File: config.mk
export PLATFORM = sky130hd
export DESIGN_NAME = pe_input_streamer
export DESIGN_NICKNAME = d
export VERILOG_FILES = /design/src/rtl/pe_input_streamer.sv
export SDC_FILE = /design/constraint.sdc
export NUM_CORES = 1
export LEC_CHECK = 0
export ABC_CLOCK_PERIOD_IN_PS = 4100
export BUFFER_PORTS_ARGS = -buffer_cell sky130_fd_sc_hd__buf_2
export CAP_MARGIN = 10
export CORE_ASPECT_RATIO = 0.8
export CORE_MARGIN = 4
export CORE_UTILIZATION = 40
export DETAILED_ROUTE_END_ITERATION = 8
export GPL_TIMING_DRIVEN = 0
export SKIP_LAST_GASP = 1
export SLEW_MARGIN = 20
export SYNTH_ARGS = -nofsm -noshare
export SYNTH_HDL_FRONTEND = slang
export SYNTH_SLANG_ARGS = --single-unit
File: constraint.sdc
create_clock -name i_clk -period 4.1 [get_ports i_clk]
set_input_delay 0.205 -clock i_clk [delete_from_list [all_inputs] [get_ports i_clk]]
set_output_delay 0.205 -clock i_clk [all_outputs]
set_load 0.05 [all_outputs]
File: src/rtl/pe_input_streamer.sv
// Transmitter for the PE Input rdy/ack channel: walks a tile channel-outer / width-inner,
// reads each word from a synchronous-read buffer and presents it through a 2-entry prefetch FIFO.
module pe_input_streamer #(
  parameter int unsigned DW     = 16,
  parameter int unsigned AW     = 10,
  parameter int unsigned MAXPCH = 12,
  parameter int unsigned MAXTW  = 64,
  localparam int unsigned PCHW  = $clog2(MAXPCH + 1),
  localparam int unsigned TWW   = $clog2(MAXTW + 1)
) (
  input  logic            i_clk,
  input  logic            i_rst,
  input  logic            i_start,
  input  logic [AW-1:0]   i_base,
  input  logic [PCHW-1:0] i_pch,
  input  logic [TWW-1:0]  i_tw,
  input  logic            i_stall,
  output logic            o_rd_en,
  output logic [AW-1:0]   o_rd_addr,
  input  logic [DW-1:0]   i_rd_dat,
  output logic            Input_rdy,
  input  logic            Input_ack,
  output logic [DW-1:0]   o_Input_dat,
  output logic            o_Input_last,
  output logic            o_busy,
  output logic            o_done
);

  typedef enum logic [1:0] {StIdle, StRun, StDrain} state_e;

  state_e state_q, state_d;
  logic            done_q, done_d;

  logic [PCHW-1:0] pch_q, ch_q;
  logic [TWW-1:0]  tw_q, w_q;
  // Running address equals base + ch*tw + w, wrapping naturally at AW bits.
  logic [AW-1:0]   addr_q;

  logic            inflight_q, inflight_last_q;

  logic [DW-1:0]   fifo_dat_q [2];
  logic [1:0]      fifo_last_q;
  logic            wr_ptr_q, rd_ptr_q;
  logic [1:0]      count_q;

  logic            rdy, pop, rd_en, last_rd, zero_size;
  logic [2:0]      occ;

  assign rdy       = (count_q != 2'd0);
  assign pop       = rdy && Input_ack;
  assign last_rd   = (ch_q == pch_q - PCHW'(1)) && (w_q == tw_q - TWW'(1));
  assign zero_size = (pch_q == '0) || (tw_q == '0);

  // Occupancy after this cycle's push/pop; a new read may only go out if a slot is left for it.
  assign occ   = 3'(count_q) + 3'(inflight_q) - 3'(pop);
  assign rd_en = (state_q == StRun) && !i_stall && (occ < 3'd2);

  always_comb begin
    state_d = state_q;
    done_d  = 1'b0;
    unique case (state_q)
      StIdle: begin
        if (i_start) begin
          state_d = ((i_pch == '0) || (i_tw == '0)) ? StDrain : StRun;
        end
      end
      StRun: begin
        if (rd_en && last_rd) begin
          state_d = StDrain;
        end
      end
      StDrain: begin
        if (zero_size || (pop && fifo_last_q[rd_ptr_q])) begin
          state_d = StIdle;
          done_d  = 1'b1;
        end
      end
      default: state_d = StIdle;
    endcase
  end

  always_ff @(posedge i_clk) begin
    if (i_rst) begin
      state_q         <= StIdle;
      done_q          <= 1'b0;
      pch_q           <= '0;
      tw_q            <= '0;
      ch_q            <= '0;
      w_q             <= '0;
      addr_q          <= '0;
      inflight_q      <= 1'b0;
      inflight_last_q <= 1'b0;
      fifo_dat_q[0]   <= '0;
      fifo_dat_q[1]   <= '0;
      fifo_last_q     <= '0;
      wr_ptr_q        <= 1'b0;
      rd_ptr_q        <= 1'b0;
      count_q         <= '0;
    end else begin
      state_q         <= state_d;
      done_q          <= done_d;
      inflight_q      <= rd_en;
      inflight_last_q <= rd_en && last_rd;

      if ((state_q == StIdle) && i_start) begin
        pch_q  <= i_pch;
        tw_q   <= i_tw;
        addr_q <= i_base;
        ch_q   <= '0;
        w_q    <= '0;
      end else if (rd_en) begin
        addr_q <= addr_q + AW'(1);
        if (w_q == tw_q - TWW'(1)) begin
          w_q  <= '0;
          ch_q <= ch_q + PCHW'(1);
        end else begin
          w_q <= w_q + TWW'(1);
        end
      end

      if (inflight_q) begin
        fifo_dat_q[wr_ptr_q]  <= i_rd_dat;
        fifo_last_q[wr_ptr_q] <= inflight_last_q;
        wr_ptr_q              <= ~wr_ptr_q;
      end
      if (pop) begin
        rd_ptr_q <= ~rd_ptr_q;
      end
      count_q <= count_q + 2'(inflight_q) - 2'(pop);
    end
  end

  assign o_rd_en      = rd_en;
  assign o_rd_addr    = (state_q == StRun) ? addr_q : '0;
  assign Input_rdy    = rdy;
  assign o_Input_dat  = rdy ? fifo_dat_q[rd_ptr_q] : '0;
  assign o_Input_last = rdy && fifo_last_q[rd_ptr_q];
  assign o_busy       = (state_q != StIdle);
  assign o_done       = done_q;

endmodule

==> run_results.csv, run 1 <==
group,metric,value,unit
setup_path,crit_chain,"o21ai_0 > inv_1 > ha_1 > inv_1 > ha_1 > fa_1 > nor4b_4 > nand2_1 > inv_2 > nand4_1 > or3_1 > a211oi_1",
worst_hold_path,hold_class,"in2reg",
timing,setup_tns,0,ns
logic_synthesis,yosysUniqueCellTypes,51,
setup_path,crit_family,"simple AND/OR/NAND/NOR gates",
pwr,p_leak,0.00186,uW
detailed_routing,vias_per_cell,5.01,
timing,tightest_slew,0.871,ns
layout,seq_area,0.00184,mm^2
clock_network,cts_tree,"done",
logic_synthesis,synth_cells,397,
detailed_routing,drt_pass1_iterations,4,
placement,gp_congestion,0.818,
logic_synthesis,avgSynthCellArea,9.63,um^2
layout,layout-drive-gt1-share,20.2,%
global_routing,grt_max_degree,18,
detailed_routing,drt_iter0_drc,115,
timing,finalCritPeriodShare,87.6,%
setup_path,r2r-start,"count_q[1]",
global_routing,grt_usage,16.0,%
placement,port_buffers,72,
job,maxCapViolCount,0,
setup_path,crit_fanout,9,
timing,fmax,0.278,GHz
die,core_area,0.00919,mm^2
die,fp.dieW,117,um
pwr,peakVddDrop,0.188,mV
layout,fill_cells,888,
global_routing,antenna_found_initial,0,
clock_network,holdBufCountCts,0,
timing,worst_slack,0.507,ns
setup_path,cp-start-kind,"register",
clock_network,clock_path_buffers,2,
layout,num_antenna_cells,0,
die,initial_core_util,41.6,%
timing,finalCriticalPeriod,3.59,ns
detailed_routing,antenna_left,0,
placement,hpwl,6480,um
logic_synthesis,synth_area,0.00382,mm^2
clock_network,clock-sinks,76,
global_routing,grt_pass1_wl,14600,um
detailed_routing,drc,0,
setup_path,crit_cells,12,
setup_path,cpMaxStageDelayCell,"fa_1",
setup_path,crit_arrival,3.83,ns
setup_path,path_buf_inv,3,
logic_synthesis,synth-async-reset-ratio,0,%
pwr,total_power,2420,uW
timing,clock_skew,0.00852,ns
logic_synthesis,synth_edf_count,32,
die,dieArea,0.0112,mm^2
placement,dpl_cell_area,0.00433,mm^2
detailed_routing,wire_per_inst,14.4,um
clock_network,path_clk_slew,0.06,ns
global_routing,grt_pass1_vias,3097,
timing,slew_viol_final,0,
pwr,p_per_area,525,mW/mm^2
timing,rsz0062_at_grt,"false",
logic_synthesis,synth-main-ff-cell,"dfxtp_1",
clock_network,numCtsBuffers,9,
clock_network,htree_levels,3,
setup_path,crit_end,"w_q[5]",
setup_path,critical_path_class,"reg2reg",
setup_path,r2r_cells,12,
die,pin_count,73,
placement,post-place-ws,0.511,ns
setup_path,startpoint,"count_q[1]",
layout,final_cell_area,0.00461,mm^2
logic_synthesis,ys_seq_elements,76,
timing,hold_viol,0,
setup_path,rrSetupSlack,0.51,ns
layout,syn_to_final_growth,20.4,%
setup_path,worst_path_largest_cell_delay,0.49,ns
clock_network,cts_root_buf,"clkbuf_16",
die,die_height,95.5,um
layout,fin_nets,531,
logic_synthesis,syn-num-nets,448,
setup_path,end_kind,"register",
logic_synthesis,ys_warn_count,0,
detailed_routing,vias,3008,
logic_synthesis,synth_sequential_area_ratio,48.2,%
clock_network,cts_resized,0,
detailed_routing,totalWireLength,8670,um
layout,multiInputGateArea,0.00185,mm^2
run_status,status,"finished clean",
setup_path,timing.rr.end,"w_q[5]",
timing,finalSetupViolCount,0,
clock_network,clk_latency,0.33,ns
global_routing,grt.overflow.total,0,
setup_path,required,4.34,ns
clock_network,cts_setup_buffers,0,
die,std_cell_rows,31,
timing,max-slew-margin-rel,41.8,%
-- tightest hold or removal path, cell delays in order --
cell	delay, ns
buf_2	0.11
nand2_1	0.05
a21oi_1	0.05
-- final cells by class --
type,count,area share (%)
inverter,18,1.47
buffer,18,1.52
clock inverter,6,1.06
tap,115,3.12
multi-input combinational,285,40.1
timing repair buffer,72,7.82
clock buffer,10,4.97
sequential,76,40.0
-- state kept, by name (all words and copies together) (netlist names), 2 cells and up, named ones only --
name and cells:
tw_q 7, fifo_last_q 2, addr_q 10, w_q 7, fifo_dat_q 32, count_q 2
ch_q 4, state_q 2, pch_q 4
-- how the worst min path moves through the flow --
stage / slack, ns / start / cells past startpoint / end
after CTS: 0.12 / i_pch[0] / 3 / pch_q[0]
final: 0.13 / i_pch[0] / 3 / pch_q[0]
after detailed placement: 0.45 / inflight_last_q / 2 / fifo_last_q[0]
after global placement: 0.44 / inflight_last_q / 2 / fifo_last_q[1]
after global routing: 0.14 / i_pch[0] / 3 / pch_q[0]
after floorplan: 0.34 / i_pch[1] / 2 / pch_q[1]
-- cells by family (layout without fill, tap and decap cells) --
group,Yosys count,after routing,share of synthesized area (%)
flops,76,76,48.2
simple gates,183,183,25.5
buf+inv,36,124,3.60
compound gates,44,44,7.65
xor+xnor,28,28,6.41
fa+ha+maj,9,9,3.14
mux,21,21,5.50
-- cell usage in the layout (no fill, tap or decap), drive strengths merged, types with 2 or more instances in the layout --
cell and instances:
dfxtp 44, nand2b 3, and2 43, nand4 4
and4 4, mux2i 21, nand3 5, a21oi 15
xor2 14, and3 2, nor2 42, clkinvlp 3
nor3b 2, inv 20, a21o 2, buf 76
ha 8, clkbuf 24, nor3 16, or4 4
o21ai 5, o21bai 2, nor4b 2, edfxtp 32
nor2b 4, xnor2 14, nand2 38, nor4 5
a211oi 12, or3 4
-- Yosys cell counts, drive strengths merged (2+ instances only) --
master | n | area, um^2
nor4 | 5 | 31.3
xor2 | 14 | 123
and2 | 43 | 269
xnor2 | 14 | 123
nor3b | 2 | 15.0
ha | 8 | 100
a211oi | 12 | 95.1
a21o | 2 | 15.0
nor4b | 2 | 32.5
nor2b | 4 | 25.0
inv | 18 | 67.6
o21ai | 5 | 25.0
mux2i | 21 | 210
and3 | 2 | 13.8
buf | 4 | 16.3
nand2b | 3 | 18.8
nor3 | 16 | 85.1
nand4 | 4 | 25.0
nand3 | 5 | 25.0
edfxtp | 32 | 961
clkbuf | 14 | 53.8
dfxtp | 44 | 881
nand2 | 38 | 143
o21bai | 2 | 15.0
a21oi | 15 | 75.1
or4 | 4 | 31.3
and4 | 4 | 35.0
or3 | 4 | 25.0
nor2 | 42 | 158
-- stage by stage --
stage	hold WS (ns)	instances	util, %
after global routing	0.136	600	50.1
after CTS	0.123	600	50.1
after global placement	0.441	584	47.1
final	0.130	600	50.1
after detailed placement	0.452	584	47.1
after floorplan	0.341	397	-
-- layer usage --
layer | vias up | global-route usage, % | part of all wire, %
li1 | 1535 | - | -
met1 | 1415 | 20.8 | 49
met2 | 51 | 27.0 | 46
met3 | 7 | 4.15 | 4.2
met4 | 0 | 3.91 | 0.75
met5 | - | 0 | 0
-- report_power, final --
| group | switching, uW | internal (uW) |
|---|---|---|
| registers | 55.4 | 861 |
| logic | 536 | 235 |
| clock network | 318 | 415 |
| total | 909 | 1510 |
(Power assumes the default switching activity.)
==> run 2: changes to the inputs <==
- CORE_MARGIN: 4 -> not set
- PLACE_DENSITY: not set -> 0.73
==> run_results.csv, run 2 (synthesis gave the netlist of run 1 again) <==
group,metric,value,unit
global_routing,grt_usage,17.9,%
die,fp.dieW,111,um
detailed_routing,drt_pass1_iterations,6,
pwr,peakVddDrop,0.232,mV
pwr,pwr-share-comb,30.2,%
layout,largest_reg_flops,32,
timing,hold_ws,0.125,ns
clock_network,holdBufCountCts,0,
timing,setup_tns,0,ns
placement,gp_congestion,0.870,
layout,multiInputGateArea,0.00185,mm^2
placement,port_buffers,72,
layout,fill_cells,828,
setup_path,crit_fanout,9,
timing,worst_slack,0.660,ns
clock_network,numCtsBuffers,9,
die,die_height,89.5,um
clock_network,cts_resized,0,
global_routing,grt_max_degree,18,
detailed_routing,totalWireLength,8670,um
die,core_area,0.00915,mm^2
global_routing,grt_pass1_vias,2784,
timing,finalSetupViolCount,0,
setup_path,startpoint,"count_q[1]",
pwr,netSwitchingPower,908,uW
setup_path,critical_path_class,"reg2reg",
layout,syn_to_final_growth,21.6,%
worst_hold_path,hold_class,"in2reg",
setup_path,cp-start-kind,"register",
clock_network,cts_root_buf,"clkbuf_16",
setup_path,end_kind,"register",
clock_network,path_clk_slew,0.06,ns
pwr,p_sw_share,35.7,%
global_routing,antenna_found_initial,0,
detailed_routing,wire_per_inst,14.5,um
global_routing,grt.overflow.total,0,
job,maxCapViolCount,0,
timing,clock_skew,0.00640,ns
timing,max-slew-margin-rel,36.2,%
detailed_routing,vias_per_cell,5.08,
layout,largestRegisters,"fifo_dat_q (32), addr_q (10)",
timing,fmax,0.291,GHz
clock_network,clk_latency,0.33,ns
setup_path,crit_arrival,3.68,ns
detailed_routing,drc,4,
setup_path,required,4.34,ns
layout,mostFrequentLayoutCells,"buf_2, dfxtp_1, and2_1, nor2_1, nand2_1",
pwr,p_clk_share,33.7,%
die,dieArea,0.00996,mm^2
die,initial_core_util,41.8,%
clock_network,clock_path_buffers,2,
detailed_routing,drt_iter0_drc,181,
pwr,seqPwrFrac,36.1,%
placement,hpwl,6290,um
layout,final_common_cell,"buf_2",
timing,tightest_slew,0.955,ns
timing,finalCritPeriodShare,83.9,%
clock_network,htree_levels,3,
run_status,violations,"design-rule violations",
placement,post-place-ws,0.698,ns
layout,seq_area,0.00184,mm^2
layout,num_antenna_cells,0,
timing,finalCriticalPeriod,3.44,ns
timing,hold_viol,0,
die,pin_count,73,
pwr,p_int,1630,uW
setup_path,r2r-start,"count_q[1]",
timing,rsz0062_at_grt,"false",
timing,slew_viol_final,0,
pwr,p_leak,0.00189,uW
clock_network,clock-sinks,76,
clock_network,cts_tree,"done",
worst_hold_path,min-delay-start,"i_tw[0]",
die,std_cell_rows,31,
detailed_routing,vias,3050,
detailed_routing,antenna_left,0,
layout,largest-register,"fifo_dat_q",
layout,fin_nets,531,
global_routing,grt_pass1_wl,13700,um
clock_network,cts_setup_buffers,0,
run_status,status,"finished with violations",
pwr,p_per_area,546,mW/mm^2
layout,layout-drive-gt1-share,20.2,%
run 2: cell count changes in the layout (fill, tap and decap cells not counted):
cell / change
bufinv_16: +2
clkbuf_1: -1
clkinv_1: +1
clkinv_2: +1
clkinv_4: -1
clkinvlp_4: -3
inv_8: +1
run 2: routing by layer:
metal / GRT usage (%) / vias up / share of wire [%]
li1: - / 1539 / -
met1: 22.5 / 1444 / 45
met2: 31.6 / 63 / 49
met3: 3.73 / 4 / 5.1
met4: 4.79 / 0 / 0.59
met5: 0 / - / 0
run 2: metrics by stage:
| step | utilization (%) | instance area, um^2 | std cells | power [uW] |
|---|---|---|---|---|
| floorplan | - | 3820 | 397 | 1510 |
| global placement | 47.3 | 4330 | 584 | 1680 |
| detailed placement | 47.3 | 4330 | 584 | 1700 |
| CTS | 50.8 | 4650 | 600 | 2560 |
| global route | 50.8 | 4650 | 600 | 2660 |
| finish | 50.8 | 4650 | 600 | 2540 |
run 2: worst paths after layout:
kind / to / slack, ns / depth (start not counted)
hold reg to reg: fifo_last_q[0] / 0.48 / 2
setup reg to reg: w_q[5] / 0.66 / 12
hold / removal: tw_q[0] / 0.13 / 3
setup / recovery: w_q[5] / 0.66 / 12
run 2: layout make-up:
| cell class | count | share of cell area, % |
|---|---|---|
| Multi-Input combinational cell | 285 | 39.7 |
| Sequential cell | 76 | 39.6 |
| Timing Repair Buffer | 72 | 7.75 |
| Clock buffer | 9 | 4.84 |
| Tap cell | 115 | 3.09 |
| Clock inverter | 7 | 2.10 |
| Buffer | 18 | 1.51 |
| Inverter | 18 | 1.45 |
run 2: critical path, cell delays in order (launching register included):
cell      delay (ns)
dfxtp_1         0.34
o21ai_0         0.34
inv_1           0.09
ha_1            0.29
inv_1           0.05
ha_1            0.19
fa_1            0.49
nor4b_4         0.27
nand2_1         0.24
inv_2           0.25
nand4_1         0.20
or3_1           0.38
a211oi_1        0.23
run 2: power by group through the flow:
| stage | combinational [uW] | clock (uW) | sequential (uW) |
|---|---|---|---|
| after floorplan | 588 | 0 | 919 |
| after global routing | 837 | 899 | 928 |
| after CTS | 773 | 870 | 918 |
| after global placement | 753 | 0 | 931 |
| after detailed placement | 770 | 0 | 934 |
| final | 768 | 856 | 918 |
==> run 3: changes to the inputs <==
- ABC_CLOCK_PERIOD_IN_PS: 4100 -> 3000
- PLACE_DENSITY: 0.73 -> 0.75
- clock period: 4.1 -> 3 ns (I/O delays scaled with it)
==> run_results.csv, run 3 (synthesis gave the netlist of run 1 again) <==
group,metric,value,unit
pwr,p_leak,0.00199,uW
timing,rsz0062_at_grt,"true",
detailed_routing,vias_per_cell,5.20,
detailed_routing,route.met3.wl,422,um
detailed_routing,wl_met1,4270,um
detailed_routing,totalWireLength,9820,um
layout,mostFrequentLayoutCells,"buf_2, and2_1, nor2_1, dfxtp_1, nand2_1",
timing,fmax,0.327,GHz
pwr,peakVddDrop,0.286,mV
worst_hold_path,min-delay-start,"i_tw[2]",
detailed_routing,top_layer,"met4",
detailed_routing,drt_pass1_iterations,6,
clock_network,cts_root_buf,"clkbuf_16",
clock_network,clock_path_buffers,2,
die,die_height,89.5,um
global_routing,grt_usage,19.6,%
setup_path,r2r_cells,12,
layout,largest_reg_flops,32,
timing,setup_tns,-0.0908,ns
setup_path,r2r-start,"count_q[0]",
global_routing,grt_pass1_wl,15100,um
detailed_routing,drt_iter0_drc,175,
die,fp.dieW,111,um
die,dieArea,0.00996,mm^2
timing,finalCritPeriodShare,102,%
worst_hold_path,hold_class,"in2reg",
placement,port_buffers,72,
layout,layout-drive-gt1-share,28.1,%
clock_network,numCtsBuffers,9,
detailed_routing,wire_per_inst,15.8,um
run_status,status,"finished with violations",
timing,worst_slack,-0.0576,ns
setup_path,required,3.26,ns
layout,fill_cells,807,
run_status,violations,"design-rule violations, negative setup slack",
layout,largestRegisters,"fifo_dat_q (32), addr_q (10)",
worst_hold_path,hold_end,"tw_q[2]",
job,maxCapViolCount,0,
placement,hpwl,6680,um
detailed_routing,vias,3221,
timing,clock_skew,0.00492,ns
clock_network,clk_latency,0.33,ns
setup_path,end_kind,"register",
detailed_routing,drc,2,
setup_path,critical_path_class,"reg2reg",
detailed_routing,antenna_left,0,
timing,finalSetupViolCount,3,
global_routing,grt.overflow.total,0,
layout,fin_nets,551,
die,std_cell_rows,31,
setup_path,cp-start-kind,"register",
clock_network,path_clk_slew,0.06,ns
global_routing,grt_max_degree,18,
placement,post-place-ws,-0.335,ns
die,initial_core_util,41.8,%
global_routing,grt_pass1_vias,3187,
clock_network,clock-sinks,76,
timing,hold_viol,0,
global_routing,antenna_found_initial,0,
layout,num_antenna_cells,0,
setup_path,crit_arrival,3.31,ns
layout,syn_to_final_growth,28.8,%
die,pin_count,73,
timing,slew_viol_final,0,
clock_network,holdBufCountCts,0,
timing,max-slew-margin-rel,36.3,%
worst_hold_path,min_path_cells,3,
placement,gp_congestion,0.903,
layout,largest-register,"fifo_dat_q",
timing,tightest_slew,0.948,ns
pwr,p_per_area,705,mW/mm^2
setup_path,timing.rr.end,"state_q[1]",
setup_path,rrSetupSlack,-0.06,ns
detailed_routing,wl_met2,4980,um
setup_path,crit_fanout,7,
clock_network,cts_tree,"done",
timing,finalCriticalPeriod,3.06,ns
die,core_area,0.00915,mm^2
layout,final_common_cell,"buf_2",
clock_network,htree_levels,3,
## run 3: what timing repair did
item,4_1_cts,5_1_grt
setup endpoints to repair,16,16
gates cloned,0,0
resized for setup,26,9
pin swaps,16,10
buffers inserted,9,12
## run 3: power breakdown
part	internal [uW]	switching [uW]
registers	1180	80.5
logic	411	799
clock network	562	441
total	2150	1320
## run 3: layout make-up
cell class | instances | area (um^2) | share of cell area [%]
Multi-Input combinational cell | 285 | 1980 | 40.1
Sequential cell | 76 | 1840 | 37.4
Timing Repair Buffer | 92 | 533 | 10.8
Clock buffer | 9 | 225 | 4.57
Tap cell | 115 | 144 | 2.92
Buffer | 18 | 78.8 | 1.60
Inverter | 18 | 72.6 | 1.47
Clock inverter | 7 | 52.6 | 1.07
## run 3: metrics by stage
step | total power [uW] | hold WS, ns | utilization (%) | std cells | cell area (um^2)
6_report | 3470 | 0.0620 | 53.8 | 620 | 4930
2_1_floorplan | 2060 | 0.286 | - | 397 | 3830
5_1_grt | 3620 | 0.0812 | 53.8 | 620 | 4930
3_3_place_gp | 2300 | 0.400 | 47.3 | 584 | 4330
4_1_cts | 3400 | 0.0636 | 52.3 | 609 | 4790
3_5_place_dp | 2340 | 0.413 | 47.3 | 584 | 4330
## run 3: worst max-delay path, stage by stage, from the launching register on
cell       delay [ns]
dfxtp_2          0.33
o21ai_2          0.16
inv_2            0.07
ha_4             0.26
inv_2            0.04
ha_4             0.15
fa_2             0.45
nor4b_4          0.29
and4_1           0.27
nand4bb_1        0.13
clkbuf_8         0.18
or4_4            0.41
a211oi_2         0.22
## run 3: how the worst max path moves through the flow
stage	start	endpoint	slack [ns]
after floorplan	count_q[1]	w_q[6]	0.006
after global placement	count_q[1]	state_q[1]	-0.21
final	count_q[0]	state_q[1]	-0.06
after detailed placement	count_q[1]	ch_q[1]	-0.34
after global routing	count_q[0]	state_q[1]	-0.18
after CTS	count_q[1]	state_q[1]	-0.05
## run 3: routing by layer
layer | track usage, % | vias up
met5 | 0 | -
met4 | 7.62 | 0
met3 | 4.54 | 11
met2 | 35.2 | 84
met1 | 23.4 | 1552
li1 | - | 1574
